===== src/rtl/morphle_cfg_pkg.sv =====
// Shared definitions for the Morphle configuration loader: register map,
// STATUS/TIMING field positions, engine states and reset constants.
package morphle_cfg_pkg;

  localparam logic [1:0] REG_CTRL   = 2'd0;
  localparam logic [1:0] REG_DATA   = 2'd1;
  localparam logic [1:0] REG_STATUS = 2'd2;
  localparam logic [1:0] REG_TIMING = 2'd3;

  localparam int CTRL_CFGRST = 0;
  localparam int CTRL_ABORT  = 1;

  localparam int ST_BUSY    = 0;
  localparam int ST_TXFULL  = 1;
  localparam int ST_TXEMPTY = 2;
  localparam int ST_RXFULL  = 3;
  localparam int ST_RXEMPTY = 4;
  localparam int ST_TXOVF   = 5;
  localparam int ST_RXUNF   = 6;

  localparam int TIM_SETUP_LSB = 0;
  localparam int TIM_HIGH_LSB  = 8;
  localparam int TIM_LOW_LSB   = 16;

  localparam logic [23:0] TIMING_RST = 24'h010101;

  typedef enum logic [2:0] {
    S_IDLE,
    S_SETUP,
    S_HIGH,
    S_LOW,
    S_CAPT
  } state_t;

  // A programmed phase length of zero still needs one cycle on the array.
  function automatic logic [7:0] phase_len(input logic [7:0] f);
    return (f == 8'd0) ? 8'd1 : f;
  endfunction

endpackage


===== src/rtl/morphle_word_fifo.sv =====
// Small synchronous word FIFO with full/empty flags and a flush input;
// used for both the TX (to array) and RX (from array) word queues.
module morphle_word_fifo #(
  parameter int WIDTH = 16,
  parameter int DEPTH = 4
) (
  input  logic             i_clk,
  input  logic             i_rst_n,
  input  logic             i_flush,
  input  logic             i_push,
  input  logic [WIDTH-1:0] i_data,
  input  logic             i_pop,
  output logic [WIDTH-1:0] o_data,
  output logic             o_full,
  output logic             o_empty
);

  localparam int AW = $clog2(DEPTH);

  logic [WIDTH-1:0] r_mem [DEPTH];
  logic [AW:0]      r_wr;
  logic [AW:0]      r_rd;
  logic             w_push;
  logic             w_pop;

  assign o_empty = (r_wr == r_rd);
  assign o_full  = (r_wr[AW] != r_rd[AW]) && (r_wr[AW-1:0] == r_rd[AW-1:0]);

  // A push into a full FIFO is accepted only when a pop frees the slot in the same cycle.
  assign w_pop  = i_pop & ~o_empty & ~i_flush;
  assign w_push = i_push & (~o_full | w_pop) & ~i_flush;

  assign o_data = r_mem[r_rd[AW-1:0]];

  always_ff @(posedge i_clk or negedge i_rst_n) begin
    if (!i_rst_n) begin
      r_wr <= '0;
      r_rd <= '0;
    end else if (i_flush) begin
      r_wr <= '0;
      r_rd <= '0;
    end else begin
      if (w_push) r_wr <= r_wr + 1'b1;
      if (w_pop)  r_rd <= r_rd + 1'b1;
    end
  end

  always_ff @(posedge i_clk) begin
    if (w_push) r_mem[r_wr[AW-1:0]] <= i_data;
  end

endmodule


===== src/rtl/morphle_cfg_loader.sv =====
// Wishbone-attached loader that shifts configuration words into the Morphle
// cell array through CHAINW parallel chains and captures what falls out.
module morphle_cfg_loader
  import morphle_cfg_pkg::*;
#(
  parameter int CHAINW     = 16,
  parameter int FIFO_DEPTH = 4
) (
  input  logic              wb_clk_i,
  input  logic              wb_rst_ni,
  input  logic              wbs_stb_i,
  input  logic              wbs_cyc_i,
  input  logic              wbs_we_i,
  input  logic [3:0]        wbs_sel_i,
  input  logic [31:0]       wbs_adr_i,
  input  logic [31:0]       wbs_dat_i,
  output logic              wbs_ack_o,
  output logic [31:0]       wbs_dat_o,
  output logic              cfg_reset_o,
  output logic              confclk_o,
  output logic [CHAINW-1:0] cbitin_o,
  input  logic [CHAINW-1:0] cbitout_i
);

  logic              r_ack;
  logic [31:0]       r_dat;
  logic              r_cfg_reset;
  logic [23:0]       r_timing;
  logic              r_txovf;
  logic              r_rxunf;
  state_t            r_state;
  logic [7:0]        r_cnt;
  logic              r_confclk;
  logic [CHAINW-1:0] r_cbitin;

  logic              w_req;
  logic              w_wr;
  logic              w_rd;
  logic [1:0]        w_adr;
  logic              w_tx_push_req;
  logic              w_tx_ovf;
  logic              w_abort;
  logic              w_kill;
  logic              w_start;
  logic              w_rx_pop;
  logic              w_rx_push;
  logic              w_rx_unf;
  logic              w_tx_full;
  logic              w_tx_empty;
  logic              w_rx_full;
  logic              w_rx_empty;
  logic [CHAINW-1:0] w_tx_head;
  logic [CHAINW-1:0] w_rx_head;
  logic [7:0]        w_setup;
  logic [7:0]        w_high;
  logic [7:0]        w_low;
  logic [31:0]       w_status;
  logic [31:0]       w_rdata;
  logic              w_unused_ok;

  assign w_unused_ok = ^{wbs_adr_i[31:4], wbs_adr_i[1:0], wbs_sel_i[3:2], wbs_dat_i[31:24]};

  // Gating with r_ack keeps acknowledges one cycle long and never back to back.
  assign w_req = wbs_cyc_i & wbs_stb_i & ~r_ack;
  assign w_wr  = w_req & wbs_we_i;
  assign w_rd  = w_req & ~wbs_we_i;
  assign w_adr = wbs_adr_i[3:2];

  assign w_tx_push_req = w_wr && (w_adr == REG_DATA) && (wbs_sel_i[1:0] == 2'b11);
  assign w_abort       = w_wr && (w_adr == REG_CTRL) && wbs_dat_i[CTRL_ABORT];
  assign w_kill        = w_abort | (r_cfg_reset & (r_state != S_IDLE));
  assign w_start       = (r_state == S_IDLE) & ~w_tx_empty & ~r_cfg_reset & ~w_abort;
  assign w_tx_ovf      = w_tx_push_req & w_tx_full & ~w_start & ~w_kill;
  assign w_rx_pop      = w_rd && (w_adr == REG_DATA) && !w_rx_empty;
  assign w_rx_unf      = w_rd && (w_adr == REG_DATA) && w_rx_empty;
  assign w_rx_push     = (r_state == S_CAPT) & ~w_kill & (~w_rx_full | w_rx_pop);

  assign w_setup = r_timing[TIM_SETUP_LSB +: 8];
  assign w_high  = r_timing[TIM_HIGH_LSB  +: 8];
  assign w_low   = r_timing[TIM_LOW_LSB   +: 8];

  morphle_word_fifo #(.WIDTH(CHAINW), .DEPTH(FIFO_DEPTH)) u_tx_fifo (
    .i_clk   (wb_clk_i),
    .i_rst_n (wb_rst_ni),
    .i_flush (w_kill),
    .i_push  (w_tx_push_req),
    .i_data  (wbs_dat_i[CHAINW-1:0]),
    .i_pop   (w_start),
    .o_data  (w_tx_head),
    .o_full  (w_tx_full),
    .o_empty (w_tx_empty)
  );

  morphle_word_fifo #(.WIDTH(CHAINW), .DEPTH(FIFO_DEPTH)) u_rx_fifo (
    .i_clk   (wb_clk_i),
    .i_rst_n (wb_rst_ni),
    .i_flush (1'b0),
    .i_push  (w_rx_push),
    .i_data  (cbitout_i),
    .i_pop   (w_rx_pop),
    .o_data  (w_rx_head),
    .o_full  (w_rx_full),
    .o_empty (w_rx_empty)
  );

  always_comb begin
    w_status             = '0;
    w_status[ST_BUSY]    = (r_state != S_IDLE);
    w_status[ST_TXFULL]  = w_tx_full;
    w_status[ST_TXEMPTY] = w_tx_empty;
    w_status[ST_RXFULL]  = w_rx_full;
    w_status[ST_RXEMPTY] = w_rx_empty;
    w_status[ST_TXOVF]   = r_txovf;
    w_status[ST_RXUNF]   = r_rxunf;
  end

  always_comb begin
    w_rdata = '0;
    case (w_adr)
      REG_CTRL:   w_rdata[CTRL_CFGRST] = r_cfg_reset;
      REG_DATA:   w_rdata = w_rx_empty ? 32'd0 : 32'(w_rx_head);
      REG_STATUS: w_rdata = w_status;
      REG_TIMING: w_rdata = {8'd0, r_timing};
      default:    w_rdata = '0;
    endcase
  end

  always_ff @(posedge wb_clk_i or negedge wb_rst_ni) begin
    if (!wb_rst_ni) begin
      r_ack       <= 1'b0;
      r_dat       <= '0;
      r_cfg_reset <= 1'b1;
      r_timing    <= TIMING_RST;
      r_txovf     <= 1'b0;
      r_rxunf     <= 1'b0;
    end else begin
      r_ack <= w_req;
      r_dat <= w_rd ? w_rdata : 32'd0;
      if (w_wr && (w_adr == REG_CTRL))   r_cfg_reset <= wbs_dat_i[CTRL_CFGRST];
      if (w_wr && (w_adr == REG_TIMING)) r_timing    <= wbs_dat_i[23:0];
      if (w_tx_ovf)
        r_txovf <= 1'b1;
      else if (w_wr && (w_adr == REG_STATUS) && wbs_dat_i[ST_TXOVF])
        r_txovf <= 1'b0;
      if (w_rx_unf)
        r_rxunf <= 1'b1;
      else if (w_wr && (w_adr == REG_STATUS) && wbs_dat_i[ST_RXUNF])
        r_rxunf <= 1'b0;
    end
  end

  // Strobe engine: counters hold (phase length - 1) so each phase lasts exactly its programmed cycles.
  always_ff @(posedge wb_clk_i or negedge wb_rst_ni) begin
    if (!wb_rst_ni) begin
      r_state   <= S_IDLE;
      r_cnt     <= '0;
      r_confclk <= 1'b0;
      r_cbitin  <= '0;
    end else if (w_kill) begin
      r_state   <= S_IDLE;
      r_cnt     <= '0;
      r_confclk <= 1'b0;
    end else begin
      case (r_state)
        S_IDLE: begin
          if (w_start) begin
            r_cbitin <= w_tx_head;
            r_cnt    <= phase_len(w_setup) - 8'd1;
            r_state  <= S_SETUP;
          end
        end
        S_SETUP: begin
          if (r_cnt == 8'd0) begin
            r_state   <= S_HIGH;
            r_confclk <= 1'b1;
            r_cnt     <= phase_len(w_high) - 8'd1;
          end else begin
            r_cnt <= r_cnt - 8'd1;
          end
        end
        S_HIGH: begin
          if (r_cnt == 8'd0) begin
            r_state   <= S_LOW;
            r_confclk <= 1'b0;
            r_cnt     <= phase_len(w_low) - 8'd1;
          end else begin
            r_cnt <= r_cnt - 8'd1;
          end
        end
        S_LOW: begin
          if (r_cnt == 8'd0) r_state <= S_CAPT;
          else               r_cnt   <= r_cnt - 8'd1;
        end
        S_CAPT: begin
          if (w_rx_push) r_state <= S_IDLE;
        end
        default: r_state <= S_IDLE;
      endcase
    end
  end

  assign wbs_ack_o   = r_ack;
  assign wbs_dat_o   = r_dat;
  assign cfg_reset_o = r_cfg_reset;
  assign confclk_o   = r_confclk;
  assign cbitin_o    = r_cbitin;

endmodule

===== config.mk =====
export PLATFORM = sky130hd
export DESIGN_NAME = morphle_cfg_loader
export DESIGN_NICKNAME = d
export VERILOG_FILES = /design/src/rtl/morphle_cfg_pkg.sv /design/src/rtl/morphle_word_fifo.sv /design/src/rtl/morphle_cfg_loader.sv
export SDC_FILE = /design/constraint.sdc
export NUM_CORES = 1
export LEC_CHECK = 0
export ABC_CLOCK_PERIOD_IN_PS = 6000
export CAP_MARGIN = 20
export CORE_MARGIN = 2
export CORE_UTILIZATION = 40
export DETAILED_ROUTE_END_ITERATION = 6
export PLACE_DENSITY = 0.74
export SLEW_MARGIN = 20
export SYNTH_ARGS = -nofsm -noshare
export SYNTH_HDL_FRONTEND = slang
export SYNTH_SLANG_ARGS = --single-unit

===== constraint.sdc =====
create_clock -name wb_clk_i -period 6 [get_ports wb_clk_i]
set_input_delay 0.6 -clock wb_clk_i [delete_from_list [all_inputs] [get_ports wb_clk_i]]
set_output_delay 0.6 -clock wb_clk_i [all_outputs]
set_load 0.005 [all_outputs]

# After elaboration in Yosys (flattened, before gate mapping)
# Memory sizes are Yosys's and may differ from the RTL's. A register that Yosys moved wholly into a read port is not among the register bits.
# Cells that the tools add are included.
# op_classes
eq_ne	20
n_reduce_logical	32
bitwise_logic	33
n_mux	36
n_addsub	8
# op_table
operator	n
23-bit case mux with 3 select lines	1
8-bit two-way mux	8
8-bit logical NOT	4
32-bit two-way mux	1
8-bit case mux with 4 select lines	1
8-bit by 1-bit subtractor with 8-bit output (second input constant)	4
3-bit two-way mux	10
1-bit AND	19
16-bit two-way mux	1
3-bit case mux with 5 select lines	1
1-bit logical AND	13
3-bit by 1-bit adder with 3-bit output (second input constant)	4
3-bit by 2-bit != test with 1-bit output (second input constant)	4
1-bit two-way mux	11
1-bit inverter	10
3-bit AND reduction	3
2-bit nonzero test	4
2-bit == test (second input constant)	3
3-bit by 2-bit == test with 1-bit output (second input constant)	2
3-bit == test	2
3-bit by 1-bit != test with 1-bit output (second input constant)	2
3-bit nonzero test	2
5-bit AND reduction	1
5-bit nonzero test	1
other kinds (11)	17
# totals
input_bits	89
ff_bits	84
memories	2
output_inout_bits	51
wordCells	144
mem_bits_rw	128
# mem_list
memory	depth	width	rd	rd_clocked_by_memory_dff	wr	line_no	rtl
u_rx_fifo.r_mem	4	16	1	0	1	morphle_word_fifo.sv:20	logic [WIDTH-1:0] r_mem [DEPTH];
u_tx_fifo.r_mem	4	16	1	1	1	morphle_word_fifo.sv:20	

# Depth between registers and ports, before layout
# Gate-level depths: netlist of run 1.
# logic_depth
word_depth	14
mapped_depth	9
ltp_nobuf	9

# By module
# A second synthesis of run 1 with hierarchy kept.
# unflattened
cells_unflattened	688
area_unflattened_um2	9933.3
# by_module_without_submodules
module	cells_each	area_each_um2	instances	seq_area_each_um2
morphle_cfg_loader	411	4212.8	1	2006.9
morphle_word_fifo (u_rx_fifo)	139	2896.5	1	2072.0
morphle_word_fifo (u_tx_fifo)	138	2824.0	1	2072.0

# Worst setup path before layout of run 1
# Ideal clock, no wire load.
# synth_path
path_type	input-to-reg
startpoint	input port wbs_we_i
endpoint	memory u_tx_fifo.r_mem[0][0] (enable)
setup_time_ps	319
setup_slack_ps	3639
n_path_buf	0
arrival_ps	2042
stages	5
t_required_ps	5681
path_cell_list	nand4b_1 > o41a_1 > a211oi_1 > nor3_1 > and2_1
# synth_between
elab_chain_cells	12
word_cells_on_any_way	16
cone_classes	mux: 2; bitwise: 10; reduce/logical: 4
# synth_rtl
element	line_no	rtl
start: declaration	morphle_cfg_loader.sv:13	input logic wbs_we_i,
1-bit AND *	morphle_cfg_loader.sv:65	assign w_wr = w_req & wbs_we_i;
1-bit logical AND (2 in a row)	morphle_cfg_loader.sv:70	assign w_abort = w_wr && (w_adr == REG_CTRL) && wbs_dat_i[CTRL_ABORT];
1-bit inverter	morphle_cfg_loader.sv:72	assign w_start = (r_state == S_IDLE) & ~w_tx_empty & ~r_cfg_reset & ~w_abort;
1-bit AND	morphle_cfg_loader.sv:72	
1-bit AND (2 in a row)	morphle_word_fifo.sv:30	assign w_pop = i_pop & ~o_empty & ~i_flush;
1-bit OR	morphle_word_fifo.sv:31	assign w_push = i_push & (~o_full | w_pop) & ~i_flush;
1-bit AND	morphle_word_fifo.sv:31	
1-bit AND *	morphle_word_fifo.sv:31	
1-bit two-way mux *	morphle_word_fifo.sv:49	if (w_push) r_mem[r_wr[AW-1:0]] <= i_data;
1-bit two-way mux (not written as such) *	morphle_word_fifo.sv:49	
end: declaration	morphle_word_fifo.sv:20	
# Every way passes the cells marked *; elsewhere a longest branch is shown, timed or not.

# Final worst setup path of run 1
# layout_path
startpoint	input port wbs_adr_i[2]
endpoint	memory u_tx_fifo.r_mem[2][2] (enable)
# layout_between
elab_chain_cells	12
word_cells_on_any_way	17
cone_classes	eq/ne: 1; mux: 2; bitwise: 9; reduce/logical: 5
# layout_rtl
element	line_no	rtl
start: declaration	morphle_cfg_loader.sv:15	input logic [31:0] wbs_adr_i,
2-bit logical NOT	morphle_cfg_loader.sv:70	
1-bit logical AND (2 in a row)	morphle_cfg_loader.sv:70	
1-bit inverter	morphle_cfg_loader.sv:72	
1-bit AND	morphle_cfg_loader.sv:72	
1-bit AND (2 in a row)	morphle_word_fifo.sv:30	
1-bit OR	morphle_word_fifo.sv:31	
1-bit AND	morphle_word_fifo.sv:31	
1-bit AND *	morphle_word_fifo.sv:31	
1-bit two-way mux *	morphle_word_fifo.sv:49	
1-bit two-way mux (not written as such) *	morphle_word_fifo.sv:49	
# Marks and branches as above.

==> results.py, run 1 <==
metrics = {
    "sta": {
        "setup_violations": 0,
        "finalCritPeriodShare_pct": 53.5,
        "grt_setup_unrepaired": "no",
        "setup_tns_ns": 0,
        "tightestPinTransition_ns": 0.908,
        "hold_violations": 0,
        "slew_viol_final": 0,
        "min_period_ns": 3.21,
        "relSlewSlack_pct": 39.3,
        "finClkSkew_ns": 0.0103,
        "max_freq_mhz": 312,
    },
    "yosys": {
        "synth_xor_area_share_pct": 2.50,
        "synth_top_family_by_area": "multiplexers",
        "synth-compound-area-share_pct": 7.41,
        "synth_most_common_cell": "edfxtp_1",
        "yosys_most_used_dff": "edfxtp_1",
        "synthTopCellsByArea": "edfxtp_1 (41%), dfrtp_1 (23%), mux4_2 (7.6%)",
        "yosys.area_share.simple_pct": 8.19,
        "netlist_area_sq_um": 9470,
        "yosysSeqAreaShare_pct": 64.9,
        "synthAdderAreaFrac_pct": 1.85,
        "postSynthAreaPerCell_sq_um": 15.0,
        "synth_common_cells": "edfxtp_1 (128), dfrtp_1 (88), mux2_2 (39)",
        "synth-warning-count": 0,
        "ys_ff_latch": 220,
        "ys_types": 62,
        "synth_mux_area_share_pct": 12.5,
        "ys_async_sr_fraction_pct": 41.8,
        "yosysTopAreaCellShare_pct": 40.6,
        "synth_edf_count": 128,
        "syn_inst": 631,
        "synth_top_area_cell": "edfxtp_1",
    },
    "route": {
        "route.vias.total": 5619,
        "drt_iter0_drc": 353,
        "drc": 0,
        "drt.antenna.violating_nets": 0,
        "drtPass1Iterations": 5,
        "wl_per_cell_um": 18.1,
        "finalWirelength_um": 19200,
        "via_per_inst": 5.29,
    },
    "power": {
        "p_per_area_nw_per_um2": 407,
        "max-vdd-ir-drop_mv": 0.256,
        "design_power_total_mw": 4.67,
        "p_leak_nw": 4.23,
    },
    "clock_network": {
        "path_clk_slew_ns": 0.06,
        "cts_resized": 0,
        "cts_inserted_buffers": 24,
        "clock_sinks": 220,
        "cts_tree": "done",
        "cts.htree.levels": 1,
        "cts_buffer_depth": 3,
        "cts-root-buf": "clkbuf_16",
        "clk_latency_ns": 0.51,
    },
    "floorplan": {
        "initial_utilization_pct": 40.6,
        "dieHeight_um": 158,
        "fp.coreArea_sq_um": 23300,
        "io-pin-count": 140,
        "row_count": 56,
        "dieWidth_um": 158,
        "die-area_sq_um": 24900,
    },
    "setup_path": {
        "cpPeakStageDelay_ns": 0.74,
        "start_kind": "primary input",
        "reg2reg_depth": 4,
        "crit_chain": "clkdlybuf4s50_1 -> buf_4 -> nor2b_1 -> nand4_1 -> nor3_1 -> and2_1",
        "critPathCaptureType": "flop",
        "crit_slowest_cell": "and2_1",
        "cp_max_fo": 22,
        "worstPathArrival_ns": 3.34,
        "path_delay_family": "simple AND/OR/NAND/NOR gates",
        "cp_num_cells": 6,
        "crit_type": "primary input to flop",
        "critical_path_buf_inv_count": 2,
        "critPathRequiredTime_ns": 6.13,
    },
    "cells_and_area": {
        "diodes": 0,
        "layout.nets": 828,
        "utilization_pct": 49.1,
        "area_delta_synth_final_pct": 21.1,
        "drive_gt1_share_pct": 17.8,
    },
    "global_routing": {
        "gr-total-overflow": 0,
        "grt_antenna_before_repair": 0,
        "grt_usage_pct": 15.8,
        "grt_pass1_wl_um": 30400,
        "grt_start_max_net_pins": 77,
        "grt_pass1_vias": 5502,
    },
    "placement": {
        "port_buffers": 91,
        "gp_congestion": 0.865,
        "hpwl_um": 13100,
    },
    "status": {
        "outcome": "finished, final reports clean",
    },
    "min_path": {
        "hold_path.class": "flop to flop",
        "min_path_cells": 2,
    },
    "flow_run": {
        "max_cap_violations": 0,
    },
}
==> through the flow <==
stage	hold WS, ns	area, sq um	instances	setup WS, ns
global route	0.507	11500	1062	2.57
floorplan	0.304	9500	638	3.64
global placement	0.470	10700	1016	2.31
detailed placement	0.474	10700	1016	2.28
CTS	0.484	11400	1061	2.79
finish	0.490	11500	1062	2.79
==> final timing paths <==
path / startpoint / to / slack, ns
max in group asynchronous: wb_rst_ni / r_timing[16] / 4.43
min in group asynchronous: wb_rst_ni / cbitin_o[10] / 0.50
setup reg to reg: r_state[1] / u_tx_fifo.r_mem[2][2] / 3.04
hold / removal: r_rxunf / r_rxunf / 0.49
hold reg to reg: r_rxunf / r_rxunf / 0.49
setup / recovery: wbs_adr_i[2] / u_tx_fifo.r_mem[2][2] / 2.79
==> sequential cells by signal, summed over array words and instances (netlist names) <==
register / flops
u_rx_fifo.r_mem: 64
u_tx_fifo.r_mem: 64
r_timing: 24
wbs_dat_o: 24
cbitin_o: 16
r_cnt: 8
r_state: 3
u_rx_fifo.r_rd: 3
u_rx_fifo.r_wr: 3
u_tx_fifo.r_rd: 3
u_tx_fifo.r_wr: 3
cfg_reset_o: 1
confclk_o: 1
r_rxunf: 1
r_txovf: 1
wbs_ack_o: 1
==> routing by layer <==
metal / part of all wire (%) / vias up / global-route usage, %
met2: 48 / 183 / 25.5
met5: 0 / - / 0
met4: 2.3 / 0 / 4.33
met1: 45 / 2798 / 22.2
met3: 5.1 / 27 / 2.55
li1: - / 2611 / -
==> cell families after synthesis <==
logic type                 Yosys count
AOI/OAI and AO/OA                   98
xor gates and xnor gates            27
adders and majority gates           14
buffers and inverters               51
DFF                                220
muxes                               73
other                                1
and+or+nand+nor                    147
==> what timing repair did <==
| item | 4_1_cts | 5_1_grt |
|---|---|---|
| hold buffers | 1 | 0 |
| endpoints found under the hold margin | 16 | 0 |
| setup buffers | 0 | 0 |
==> where the power goes <==
group	total [mW]	internal (mW)	switching [mW]
clock	1.44	0.864	0.572
combinational	1.25	0.685	0.568
sequential	1.98	1.76	0.214
total	4.67	3.31	1.35
==> final cells by class <==
cell class | count | area, sq um
Clock buffer | 28 | 657
Clock inverter | 16 | 128
Fill cell | 1974 | 11900
Inverter | 13 | 48.8
Multi-Input combinational cell | 367 | 3100
Sequential cell | 220 | 6150
Tap cell | 319 | 399
Timing Repair Buffer | 99 | 983
==> worst min-delay path, cell delays in order, from the launching register on <==
cell and delay, ns:
dfrtp_1 0.34, nand2_1 0.05, o21ai_0 0.06
==> placed cells by master (no fill, tap or decap), drive strengths merged, types with 10 or more instances in the layout <==
| cell type | count |
|---|---|
| mux4 | 32 |
| xor2 | 10 |
| clkbuf | 28 |
| a21oi | 19 |
| clkdlybuf4s50 | 90 |
| dfrtp | 88 |
| xnor2 | 17 |
| inv | 13 |
| ha | 14 |
| nor3 | 14 |
| mux2 | 39 |
| o21ai | 18 |
| and2 | 17 |
| nand2 | 31 |
| clkinv | 12 |
| a22o | 13 |
| nor2 | 37 |
| edfxtp | 128 |
Note: power is estimated with default switching activity, not from simulation.
==> run 2, diff against run 1 <==
--- a/config.mk
+++ b/config.mk
@@ -5,7 +5,7 @@
 export SDC_FILE = /design/constraint.sdc
 export NUM_CORES = 1
 export LEC_CHECK = 0
-export ABC_CLOCK_PERIOD_IN_PS = 6000
+export ABC_CLOCK_PERIOD_IN_PS = 3050
 export CAP_MARGIN = 20
 export CORE_MARGIN = 2
 export CORE_UTILIZATION = 40
==> constraint.sdc (replaced) <==
create_clock -name wb_clk_i -period 3.05 [get_ports wb_clk_i]
set_input_delay 0.305 -clock wb_clk_i [delete_from_list [all_inputs] [get_ports wb_clk_i]]
set_output_delay 0.305 -clock wb_clk_i [all_outputs]
set_load 0.005 [all_outputs]
==> run 2 against run 1 <==
  * Routed wire length grew 3.8%
  * Die area is the same
  * Clock-buffer cell count grew 8
  * Sequential power grew 91%
  * Clock skew shrank 0.0014 ns
  * Clock power grew 100%
  * Combinational power grew 120%
  * Largest power group unchanged
  * Flip-flop and latch count is the same
  * Register-to-register slack lost 2.6 ns
  * Global-route usage grew 0.39 points
  * Cell count grew 2.2%
==> results.py, run 2 (synthesis results as in run 1) <==
metrics = {
    "status": {
        "outcome": "finished, final reports clean",
    },
    "clock_network": {
        "cts_inserted_buffers": 24,
        "cts_tree": "done",
        "cts-root-buf": "clkbuf_16",
        "clock_sinks": 220,
        "path_clk_slew_ns": 0.06,
        "cts_buffer_depth": 3,
        "cts.htree.levels": 1,
        "clk_latency_ns": 0.51,
    },
    "floorplan": {
        "row_count": 56,
        "io-pin-count": 140,
        "die-area_sq_um": 24900,
        "fp.coreArea_sq_um": 23300,
        "dieWidth_um": 158,
        "dieHeight_um": 158,
        "initial_utilization_pct": 40.6,
    },
    "sta": {
        "max_freq_mhz": 388,
        "setup_violations": 0,
        "hold_violations": 0,
        "slew_viol_final": 0,
        "finalCritPeriodShare_pct": 84.6,
        "setup_tns_ns": 0,
        "grt_setup_unrepaired": "no",
        "relSlewSlack_pct": 44.6,
        "timing.final.ws_setup_ns": 0.471,
        "finClkSkew_ns": 0.00898,
        "min_period_ns": 2.58,
        "tightestPinTransition_ns": 0.831,
    },
    "power": {
        "p_per_area_nw_per_um2": 804,
        "p_leak_nw": 4.37,
        "max-vdd-ir-drop_mv": 0.637,
        "design_power_total_mw": 9.38,
    },
    "setup_path": {
        "cp_max_fo": 6,
        "crit_type": "flop to flop",
        "start_kind": "flop",
        "worstPathArrival_ns": 2.97,
        "crit_slowest_cell": "dfrtp_1",
        "path_delay_family": "compound AO/OA/AOI/OAI gates",
        "cpPeakStageDelay_ns": 0.49,
        "critPathRequiredTime_ns": 3.44,
        "critical_path_buf_inv_count": 0,
        "critPathCaptureType": "flop",
        "crit_chain": "nor3_1 -> a31oi_1 -> ha_1 -> nor3b_1 -> xnor2_1 -> o22ai_1 -> a222oi_1 -> a21oi_1 -> a22o_2",
    },
    "global_routing": {
        "grt_antenna_before_repair": 0,
        "grt_usage_pct": 16.2,
        "grt_pass1_wl_um": 31100,
        "grt_start_max_net_pins": 80,
        "grt_pass1_vias": 5615,
        "gr-total-overflow": 0,
    },
    "cells_and_area": {
        "area_delta_synth_final_pct": 23.2,
        "layout_commonest_cell": "edfxtp_1",
        "stdcell_area_sq_um": 11700,
        "diodes": 0,
        "final_cell_mix": "edfxtp_1 (128), clkdlybuf4s50_1 (90), dfrtp_1 (88), mux2_2 (39), nor2_1 (36)",
        "layout.nets": 852,
        "drive_gt1_share_pct": 20.4,
        "utilization_pct": 50.0,
    },
    "route": {
        "wl_per_cell_um": 18.4,
        "via_per_inst": 5.32,
        "drt_iter0_drc": 417,
        "route.vias.total": 5770,
        "drtPass1Iterations": 4,
        "finalWirelength_um": 19900,
        "drc": 0,
        "drt.antenna.violating_nets": 0,
    },
    "flow_run": {
        "max_cap_violations": 0,
    },
    "placement": {
        "hpwl_um": 13700,
        "place_ws_ns": 0.263,
        "place_area_sq_um": 10900,
        "port_buffers": 91,
        "gp_congestion": 0.904,
    },
    "min_path": {
        "hold_path.class": "primary input to flop",
    },
}
==> run 2: cell type report <==
class                           count  area, sq um
Multi-Input combinational cell    367         3100
Clock inverter                      7         88.8
Sequential cell                   220         6150
Fill cell                        1963        11700
Timing Repair Buffer              123         1170
Inverter                           13         48.8
Clock buffer                       36          717
Tap cell                          319          399
==> run 2: worst reg2reg max path, cell delays in order, from the launching register on <==
cell      delay (ns)
dfrtp_1         0.49
nor3_1          0.12
a31oi_1         0.28
ha_1            0.25
nor3b_1         0.24
xnor2_1         0.15
o22ai_1         0.12
a222oi_1        0.48
a21oi_1         0.13
a22o_2          0.21
==> run 2: worst paths after layout <==
path                                        start                end  slack (ns)  cells after the start
worst max-delay path                 r_timing[12]           r_cnt[4]        0.47                      9
worst min-delay path                wbs_dat_i[17]       r_timing[17]        0.39                      3
worst max register to register       r_timing[12]           r_cnt[4]        0.47                      9
worst min register to register  u_rx_fifo.r_rd[2]  u_rx_fifo.r_rd[2]        0.50                      1
max in group asynchronous               wb_rst_ni       wbs_dat_o[8]        1.94                      3
min in group asynchronous               wb_rst_ni        cbitin_o[0]        0.40                      2
==> run 2: repair_timing <==
item	in CTS	in global routing
hold buffers	1	0
setup buffers	0	0
gates resized for setup	0	0
hold endpoints to repair	10	0
==> run 2: stage by stage <==
stage | instances | hold slack [ns]
detailed placement | 1041 | 0.485
CTS | 1085 | 0.369
finish | 1085 | 0.386
global route | 1085 | 0.403
global placement | 1041 | 0.470
floorplan | 638 | 0.00941
==> run 2: where the power goes <==
group / internal, mW / leakage, nW / switching, mW
Clock: 1.79 / 0.400 / 1.12
Combinational: 1.42 / 1.65 / 1.27
Sequential: 3.48 / 2.32 / 0.307
==> run 2: routing by layer <==
metal  track usage, %  routed length [um]
met5                0                   0
met4             4.37                 486
met3             2.35                1000
met2             26.4                9610
met1             22.8                8850
